## src/rtl/mc_ctrl.sv

```systemverilog
// Multi-cycle control FSM for the Simple MIPS CPU: sequences fetch, decode,
// execute, memory and write-back over the shared ALU and unified memory.
module mc_ctrl #(
  parameter int CNT_W           = 32,
  parameter bit HALT_ON_ILLEGAL = 1'b1
) (
  input  logic             clk,
  input  logic             rst,
  input  logic [5:0]       opcode,
  input  logic [5:0]       funct,
  input  logic             zero,
  input  logic             mem_ack,
  output logic             mem_req,
  output logic             mem_we,
  output logic             iord,
  output logic             ir_write,
  output logic             pc_write,
  output logic [1:0]       pc_src,
  output logic             alu_src_a,
  output logic [1:0]       alu_src_b,
  output logic             ext_zero,
  output logic [2:0]       alu_op,
  output logic             reg_write,
  output logic             reg_dst,
  output logic             mem_to_reg,
  output logic             illegal,
  output logic [3:0]       state,
  output logic [CNT_W-1:0] instr_cnt
);

  typedef enum logic [3:0] {
    S_RST  = 4'd0,  S_IF   = 4'd1,  S_ID   = 4'd2,  S_EX_R = 4'd3,
    S_WB_R = 4'd4,  S_EX_I = 4'd5,  S_WB_I = 4'd6,  S_MA   = 4'd7,
    S_MR   = 4'd8,  S_WB_M = 4'd9,  S_MW   = 4'd10, S_BR   = 4'd11,
    S_JMP  = 4'd12, S_HALT = 4'd13
  } state_t;

  typedef enum logic [2:0] {
    C_R = 3'd0, C_I = 3'd1, C_LW = 3'd2, C_SW = 3'd3,
    C_BR = 3'd4, C_J = 3'd5, C_ILL = 3'd6
  } cls_t;

  typedef struct packed {
    cls_t       cls;
    logic [2:0] alu_op;
    logic       ext_zero;
  } dec_t;

  localparam logic [2:0] ALU_NOP  = 3'd0;
  localparam logic [2:0] ALU_ADD  = 3'd1;
  localparam logic [2:0] ALU_SUB  = 3'd2;
  localparam logic [2:0] ALU_AND  = 3'd3;
  localparam logic [2:0] ALU_OR   = 3'd4;
  localparam logic [2:0] ALU_XOR  = 3'd5;
  localparam logic [2:0] ALU_NOR  = 3'd6;
  localparam logic [2:0] ALU_BGTZ = 3'd7;

  // Instruction class, ALU operation and immediate extension for one IR.
  function automatic dec_t decode(input logic [5:0] op, input logic [5:0] fn);
    dec_t d;
    d.cls      = C_ILL;
    d.alu_op   = ALU_NOP;
    d.ext_zero = 1'b0;
    case (op)
      6'h00: begin
        case (fn)
          6'h20, 6'h21: begin d.cls = C_R; d.alu_op = ALU_ADD; end
          6'h22, 6'h23: begin d.cls = C_R; d.alu_op = ALU_SUB; end
          6'h24:        begin d.cls = C_R; d.alu_op = ALU_AND; end
          6'h25:        begin d.cls = C_R; d.alu_op = ALU_OR;  end
          6'h26:        begin d.cls = C_R; d.alu_op = ALU_XOR; end
          6'h27:        begin d.cls = C_R; d.alu_op = ALU_NOR; end
          default:      d.cls = C_ILL;
        endcase
      end
      6'h08:   begin d.cls = C_I;  d.alu_op = ALU_ADD; end
      6'h0C:   begin d.cls = C_I;  d.alu_op = ALU_AND; d.ext_zero = 1'b1; end
      6'h0D:   begin d.cls = C_I;  d.alu_op = ALU_OR;  d.ext_zero = 1'b1; end
      6'h0E:   begin d.cls = C_I;  d.alu_op = ALU_XOR; d.ext_zero = 1'b1; end
      6'h23:   begin d.cls = C_LW; d.alu_op = ALU_ADD; end
      6'h2B:   begin d.cls = C_SW; d.alu_op = ALU_ADD; end
      6'h04:   begin d.cls = C_BR; d.alu_op = ALU_SUB; end
      6'h07:   begin d.cls = C_BR; d.alu_op = ALU_BGTZ; end
      6'h02:   d.cls = C_J;
      default: d.cls = C_ILL;
    endcase
    return d;
  endfunction

  state_t           state_r;
  state_t           next_s;
  dec_t             dec_r;
  dec_t             dec_s;
  logic [CNT_W-1:0] cnt_r;
  logic             cnt_inc_s;

  logic             mem_req_s, mem_we_s, iord_s, ir_write_s, pc_write_s;
  logic [1:0]       pc_src_s, alu_src_b_s;
  logic             alu_src_a_s, ext_zero_s, reg_write_s, reg_dst_s;
  logic             mem_to_reg_s, illegal_s;
  logic [2:0]       alu_op_s;

  assign dec_s = decode(opcode, funct);

  // State, retired count and the decode latched in ID.
  always_ff @(posedge clk) begin
    if (rst) begin
      state_r <= S_RST;
      cnt_r   <= '0;
      dec_r   <= '0;
    end else begin
      state_r <= next_s;
      if (cnt_inc_s) begin
        cnt_r <= cnt_r + CNT_W'(1);
      end
      if (state_r == S_ID) begin
        dec_r <= dec_s;
      end
    end
  end

  // Next-state and state-decoded control outputs.
  always_comb begin
    next_s       = state_r;
    mem_req_s    = 1'b0;
    mem_we_s     = 1'b0;
    iord_s       = 1'b0;
    ir_write_s   = 1'b0;
    pc_write_s   = 1'b0;
    pc_src_s     = 2'd0;
    alu_src_a_s  = 1'b0;
    alu_src_b_s  = 2'd0;
    ext_zero_s   = 1'b0;
    alu_op_s     = ALU_NOP;
    reg_write_s  = 1'b0;
    reg_dst_s    = 1'b0;
    mem_to_reg_s = 1'b0;
    illegal_s    = 1'b0;
    case (state_r)
      S_RST: next_s = S_IF;
      S_IF: begin
        mem_req_s   = 1'b1;
        alu_src_b_s = 2'd1;
        alu_op_s    = ALU_ADD;
        if (mem_ack) begin
          ir_write_s = 1'b1;
          pc_write_s = 1'b1;
          next_s     = S_ID;
        end else begin
          next_s = S_IF;
        end
      end
      S_ID: begin
        alu_src_b_s = 2'd3;
        alu_op_s    = ALU_ADD;
        case (dec_s.cls)
          C_R:        next_s = S_EX_R;
          C_I:        next_s = S_EX_I;
          C_LW, C_SW: next_s = S_MA;
          C_BR:       next_s = S_BR;
          C_J:        next_s = S_JMP;
          default:    next_s = HALT_ON_ILLEGAL ? S_HALT : S_IF;
        endcase
      end
      S_EX_R: begin
        alu_src_a_s = 1'b1;
        alu_op_s    = dec_r.alu_op;
        next_s      = S_WB_R;
      end
      S_WB_R: begin
        reg_write_s = 1'b1;
        reg_dst_s   = 1'b1;
        next_s      = S_IF;
      end
      S_EX_I: begin
        alu_src_a_s = 1'b1;
        alu_src_b_s = 2'd2;
        ext_zero_s  = dec_r.ext_zero;
        alu_op_s    = dec_r.alu_op;
        next_s      = S_WB_I;
      end
      S_WB_I: begin
        reg_write_s = 1'b1;
        next_s      = S_IF;
      end
      S_MA: begin
        alu_src_a_s = 1'b1;
        alu_src_b_s = 2'd2;
        alu_op_s    = ALU_ADD;
        if (dec_r.cls == C_LW) begin
          next_s = S_MR;
        end else begin
          next_s = S_MW;
        end
      end
      S_MR: begin
        iord_s    = 1'b1;
        mem_req_s = 1'b1;
        if (mem_ack) begin
          next_s = S_WB_M;
        end else begin
          next_s = S_MR;
        end
      end
      S_WB_M: begin
        reg_write_s  = 1'b1;
        mem_to_reg_s = 1'b1;
        next_s       = S_IF;
      end
      S_MW: begin
        iord_s    = 1'b1;
        mem_req_s = 1'b1;
        mem_we_s  = 1'b1;
        if (mem_ack) begin
          next_s = S_IF;
        end else begin
          next_s = S_MW;
        end
      end
      S_BR: begin
        // bgtz relies on the ALU producing 0 when rs > 0
        alu_src_a_s = 1'b1;
        alu_op_s    = dec_r.alu_op;
        pc_src_s    = 2'd1;
        pc_write_s  = zero;
        next_s      = S_IF;
      end
      S_JMP: begin
        pc_src_s   = 2'd2;
        pc_write_s = 1'b1;
        next_s     = S_IF;
      end
      S_HALT: begin
        illegal_s = 1'b1;
        next_s    = S_HALT;
      end
      default: next_s = S_HALT;
    endcase
  end

  // IF->IF stalls are not retirements; only arrival from a later state counts.
  assign cnt_inc_s = (state_r != S_RST) && (state_r != S_IF) && (next_s == S_IF);

  // A reset cycle aborts the instruction, so architectural writes are blocked.
  assign ir_write   = ir_write_s  & ~rst;
  assign pc_write   = pc_write_s  & ~rst;
  assign reg_write  = reg_write_s & ~rst;
  assign mem_req    = mem_req_s;
  assign mem_we     = mem_we_s;
  assign iord       = iord_s;
  assign pc_src     = pc_src_s;
  assign alu_src_a  = alu_src_a_s;
  assign alu_src_b  = alu_src_b_s;
  assign ext_zero   = ext_zero_s;
  assign alu_op     = alu_op_s;
  assign reg_dst    = reg_dst_s;
  assign mem_to_reg = mem_to_reg_s;
  assign illegal    = illegal_s;
  assign state      = state_r;
  assign instr_cnt  = cnt_r;

endmodule

```

## config.mk

```make
export PLATFORM = sky130hd
export DESIGN_NAME = mc_ctrl
export DESIGN_NICKNAME = d
export VERILOG_FILES = /design/src/rtl/mc_ctrl.sv
export SDC_FILE = /design/constraint.sdc
export NUM_CORES = 1
export LEC_CHECK = 0
export ABC_AREA = 1
export CORE_ASPECT_RATIO = 1.25
export CORE_MARGIN = 2
export CORE_UTILIZATION = 48
export CTS_BUF_LIST = sky130_fd_sc_hd__clkbuf_4 sky130_fd_sc_hd__clkbuf_8
export CTS_CLUSTER_DIAMETER = 200
export DETAILED_ROUTE_END_ITERATION = 7
export GPL_TIMING_DRIVEN = 0
export HOLD_SLACK_MARGIN = 0.08
export PLACE_DENSITY = 0.87
export SYNTH_ARGS = -nofsm -noshare
export SYNTH_HDL_FRONTEND = slang
export SYNTH_SLANG_ARGS = --single-unit
```

## constraint.sdc

```tcl
create_clock -name clk -period 3.25 [get_ports clk]
set_input_delay 0.325 -clock clk [delete_from_list [all_inputs] [get_ports clk]]
set_output_delay 0.325 -clock clk [all_outputs]
set_load 0.05 [all_outputs]
```

After elaboration in Yosys (flattened, before gate mapping)
Cells that the tools add are included.
{"block": "word_totals", "romBits": 0, "latch_bits": 0, "memories": 0, "wordCells": 96, "out_inout_bits": 54, "input_bits": 16, "register_bits": 43, "ramBits": 0}
{"block": "op_classes", "bitwise_logic": 4, "add_sub_neg": 1, "shifts": 0, "multipliers": 0, "div": 0, "magnitude_cmp": 0, "eq_ne": 38, "mux": 26, "reduce_logical": 22}
{"cell": "6-bit equality test, second input constant", "n": 10}
{"cell": "3-bit case mux with 6 select lines", "n": 2}
{"cell": "32-bit by 1-bit adder with 32-bit output, second input constant", "n": 1}
{"cell": "4-bit case mux with 8 select lines", "n": 1}
{"cell": "4-bit equality test, second input constant", "n": 6}
{"cell": "6-bit by 4-bit equality test with 1-bit output, second input constant", "n": 4}
{"cell": "3-bit case mux with 7 select lines", "n": 1}
{"cell": "4-bit case mux with 5 select lines", "n": 1}
{"cell": "3-bit OR reduction", "n": 6}
{"cell": "4-bit by 3-bit equality test with 1-bit output, second input constant", "n": 4}
{"cell": "1-bit two-way mux", "n": 13}
{"cell": "6-bit by 3-bit equality test with 1-bit output, second input constant", "n": 2}
{"cell": "2-bit OR reduction", "n": 6}
{"cell": "3-bit by 2-bit equality test with 1-bit output, second input constant", "n": 3}
{"cell": "4-bit by 1-bit equality test with 1-bit output, second input constant", "n": 2}
{"cell": "4-bit by 2-bit equality test with 1-bit output, second input constant", "n": 2}
{"cell": "4-bit OR reduction", "n": 2}
{"cell": "8-bit OR reduction", "n": 1}
{"cell": "3-bit equality test, second input constant", "n": 2}
{"cell": "6-bit by 2-bit equality test with 1-bit output, second input constant", "n": 1}
{"cell": "6-bit logical NOT", "n": 1}
{"cell": "2-bit case mux with 3 select lines", "n": 1}
{"cell": "3-bit case mux with 2 select lines", "n": 1}
{"cell": "6-bit OR reduction", "n": 1}
{"cell": "13 further kinds", "n": 17}

Longest topological paths before layout
{"block": "logic_depth", "word_depth": 10, "mapped_depth": 15, "mapped_depth_nobuf": 14}

Least setup slack after synthesis
Ideal clock, no wire load.
{"block": "synth_path", "path_kind": "flip-flop to output port", "start": "register state_r[3] (netlist: state[3])", "end": "output pc_write", "slack_ps": 600, "required_ps": 2925, "stages_incl_launch_ff": 9, "t_arrival_ps": 2325, "path_cell_list": "dfxtp_1 -> inv_1 -> nor2_1 -> inv_1 -> nor2_1 -> nand2_1 -> nand2_1 -> o21ai_0 -> inv_1"}
{"block": "synth_via", "elab_chain_cells": 3, "word_cells_on_any_way": 5}
{"item": "start, declared", "line_no": "90", "source": "state_t state_r;"}
{"item": "start signal, assigned", "line_no": "112", "source": "state_r <= next_s;"}
{"item": "4-bit equality test / 4-bit by 1-bit equality test with 1-bit output (equally long branches)", "line_no": "139", "source": "case (state_r)"}
{"item": "1-bit case mux with 3 select lines *", "line_no": "139"}
{"item": "1-bit bitwise AND *", "line_no": "246", "source": "assign pc_write = pc_write_s & ~rst;"}
{"item": "end, declared", "line_no": "17", "source": "output logic pc_write,"}
Every way passes the cells marked *; elsewhere a longest branch is shown, timed or not.

Worst setup path in the final report
{"block": "layout_path", "start": "register state_r[1] (netlist: state[1])", "end": "output alu_src_a"}
{"block": "layout_via", "elab_chain_cells": 3, "word_cells_on_any_way": 6}
{"item": "4-bit by 3-bit equality test with 1-bit output (tied with other cells)", "line_no": "139"}
{"item": "4-bit OR reduction (no source line) *"}
{"item": "1-bit two-way mux *", "line_no": "139"}
{"item": "end, declared", "line_no": "19", "source": "output logic alu_src_a,"}
Marks and branches as above.

==> flow_summary.ini <==
[die]
die_h_um = 92.0
fp.dieW_um = 74.4
num_rows = 32
die_area_sq_um = 6850
start_util_pct = 48.9
coreArea_sq_um = 6090
ios = 70

[clocking]
cts_made_buffers = 5
cts.sinks = 43
clk_pin_slew_ns = 0.08
clock_latency_ns = 0.30
post_cts_buffers = 0
cts_root_buffer = clkbuf_8
cts_htree_levels = 2
cts_tree = yes
clock_path_buffers = 2
cts-resized-gates = 0
ctsHoldBuffers = 0

[min_path]
hold_path_class = in2reg
min_from = rst

[route]
ant_nets = 0
wl_met2_um = 4310
drc = 0
vias = 3331
dr.pass1.iters = 5
routedWlPerCell_um = 13.3
wl_met1_um = 3300
drt_iter0_drc = 171
via_per_inst = 5.36
route.met3.wl_um = 405
wirelength_um = 8250
dr.max_layer_used = met4

[logic_synthesis]
synth-simple-area-share_pct = 41.0
syn_nets = 478
synth-adder-area-share_pct = 0.421
syn_inst = 461
yosysSeqAreaShare_pct = 28.9
synthMuxAreaShare_pct = 0
ys_warn_count = 0
avgSynthCellArea_sq_um = 6.45
synth-seq-cells = 43
synth_compound_area_share_pct = 11.7
synth_xor_area_share_pct = 9.13
synth_top_family_by_area = simple AND/OR/NAND/NOR gates
synth-edff-count = 0
synth-main-ff-cell = dfxtp_1
async_reset_ff_share_pct = 0
synth.distinct_cells = 35
synth_area_sq_um = 2970

[worst_setup_path]
critical_path_required_ns = 2.92
cp-startpoint = state[1]$_SDFF_PP0_
cp-start-kind = register
end_kind = primary output
worst-path-buf-inv = 2
critPathArrivalTime_ns = 2.45
crit_type = reg2out
slowest_stage = clkdlybuf4s50_1
cp_max_fo = 5
r2r_start = instr_cnt[0]$_SDFFE_PP0P_
worstPathCellList = inv_1, nand2_2, nor2_1, a31oi_1, o21ai_0, or2_2, clkdlybuf4s50_1
cp_slowest_stage_delay_ns = 0.70
path_delay_family = buffers and inverters

[power_and_ir_drop]
p_leak_nw = 1.44
vdd_drop_max_v = 0.000219
p_per_area_nw_per_um2 = 390

[global_routing]
grt-ovfl-total = 0
grt_first_pass_wirelength_um = 13700
track_usage_pct = 25.0
grt_max_degree = 14
grt_pass1_vias = 3084
antenna_found_initial = 0

[timing]
rsz0062_at_grt = no
final-setup-viol-count = 0
whs_ns = 0.391
finalHoldViolations = 0
max_freq_mhz = 360
drv_slew = 0
setup_tns_ns = 0
max_slew.worst_pin.slew_ns = 0.523
min_period_over_period_pct = 85.4
setup_slack_ns = 0.474
fin_worst_skew_ns = 0.00543
max_slew_margin_pct = 65.0
period_needed_ns = 2.78

[layout]
area_delta_synth_final_pct = 29.4
drive_above_1_share_pct = 9.12
insertedDiodeCount = 0
nets = 553

[placed_design]
place_congestion = 0.977
io_buffer_count = 68
dp.final_hpwl_um = 6530
dp_slack_ns = 0.769

[outcome]
outcome = completed

[job]
maxCapViolCount = 0
## synth_stat cells, types with 7 or more instances
cell | n | area share, %
dfxtp_1 | 43 | 29
nand4_1 | 9 | 1.9
a21oi_1 | 41 | 6.9
nand3_1 | 42 | 7.1
xor2_1 | 16 | 4.7
nor3_1 | 9 | 1.5
clkbuf_1 | 7 | 0.88
nand2_1 | 118 | 15
xnor2_1 | 15 | 4.4
nor2_1 | 60 | 7.6
nand3_2 | 8 | 2.7
nand2_2 | 8 | 1.7
inv_1 | 34 | 4.3
## stage by stage
| stage | area [sq um] | std cells | power (mW) | utilization (%) |
|---|---|---|---|---|
| after floorplan | 2970 | 461 | 0.992 | - |
| after global placement | 3760 | 614 | 1.15 | 61.8 |
| after detailed placement | 3760 | 614 | 1.16 | 61.8 |
| after CTS | 3850 | 622 | 1.50 | 63.3 |
| after global routing | 3850 | 622 | 1.57 | 63.3 |
| final | 3850 | 622 | 1.50 | 63.3 |
## area by class of cell
type	instances	area [sq um]
plain buffers	17	110
fillers	598	2240
multi-input cells	361	1850
inverters	40	150
clock buffers	6	76.3
repair buffers	68	681
well taps	85	106
flip-flops and latches	43	861
clock inverters	2	12.5
## state kept, by name, summed over array words and instances (netlist names)
name / count
instr_cnt: 32
dec_r: 7
state: 4
## worst reg2reg max path: stages, from the launching register on
cell     delay, ns
dfxtp_1       0.50
ha_1          0.31
nand3_2       0.16
nor2_1        0.32
nand3_1       0.23
nor3_1        0.37
xor2_1        0.18
nand3_1       0.09
a21oi_1       0.14
## per-layer routing
metal | track usage, % | vias to the layer above
li1 | - | 1656
met1 | 30.3 | 1535
met2 | 44.2 | 117
met3 | 3.30 | 23
met4 | 8.33 | 0
met5 | 0 | -
## cell usage in the layout, fill, tap and decap left out, types with 2 or more instances in the layout
master / n
nand2_1: 118
clkdlybuf4s50_1: 68
nor2_1: 60
dfxtp_1: 43
nand3_1: 42
a21oi_1: 41
inv_1: 34
xor2_1: 16
xnor2_1: 15
nand4_1: 9
nor3_1: 9
nand2_2: 8
nand3_2: 8
clkbuf_1: 7
o21ai_0: 6
inv_2: 6
buf_4: 6
nor2_2: 5
clkbuf_8: 5
nor3b_1: 4
o211ai_1: 3
buf_6: 3
a31oi_1: 2
nor2_4: 2
o2111ai_1: 2
## cell families (layout without fill, tap and decap cells)
logic type / Yosys count / in the layout
xor gates and xnor gates: 31 / 31
adders and majority gates: 1 / 1
DFF: 43 / 43
and+or+nand+nor: 267 / 267
AOI/OAI and AO/OA: 62 / 62
buffers and inverters: 57 / 133
## final timing paths
| check | end | slack (ns) | cells past startpoint |
|---|---|---|---|
| worst max register to register | instr_cnt[24]$_SDFFE_PP0P_ | 0.88 | 8 |
| worst max-delay path | alu_src_a | 0.47 | 7 |
| worst min-delay path | instr_cnt[1]$_SDFFE_PP0P_ | 0.39 | 2 |
| worst min register to register | dec_r[1]$_SDFFE_PP0P_ | 0.47 | 2 |
## power breakdown
| part | switching, mW | internal (mW) | leakage, nW |
|---|---|---|---|
| Combinational | 0.397 | 0.193 | 1.05 |
| Clock | 0.191 | 0.159 | 0.0446 |
| Sequential | 0.0191 | 0.542 | 0.347 |
Power figures use the tool's default switching activity.
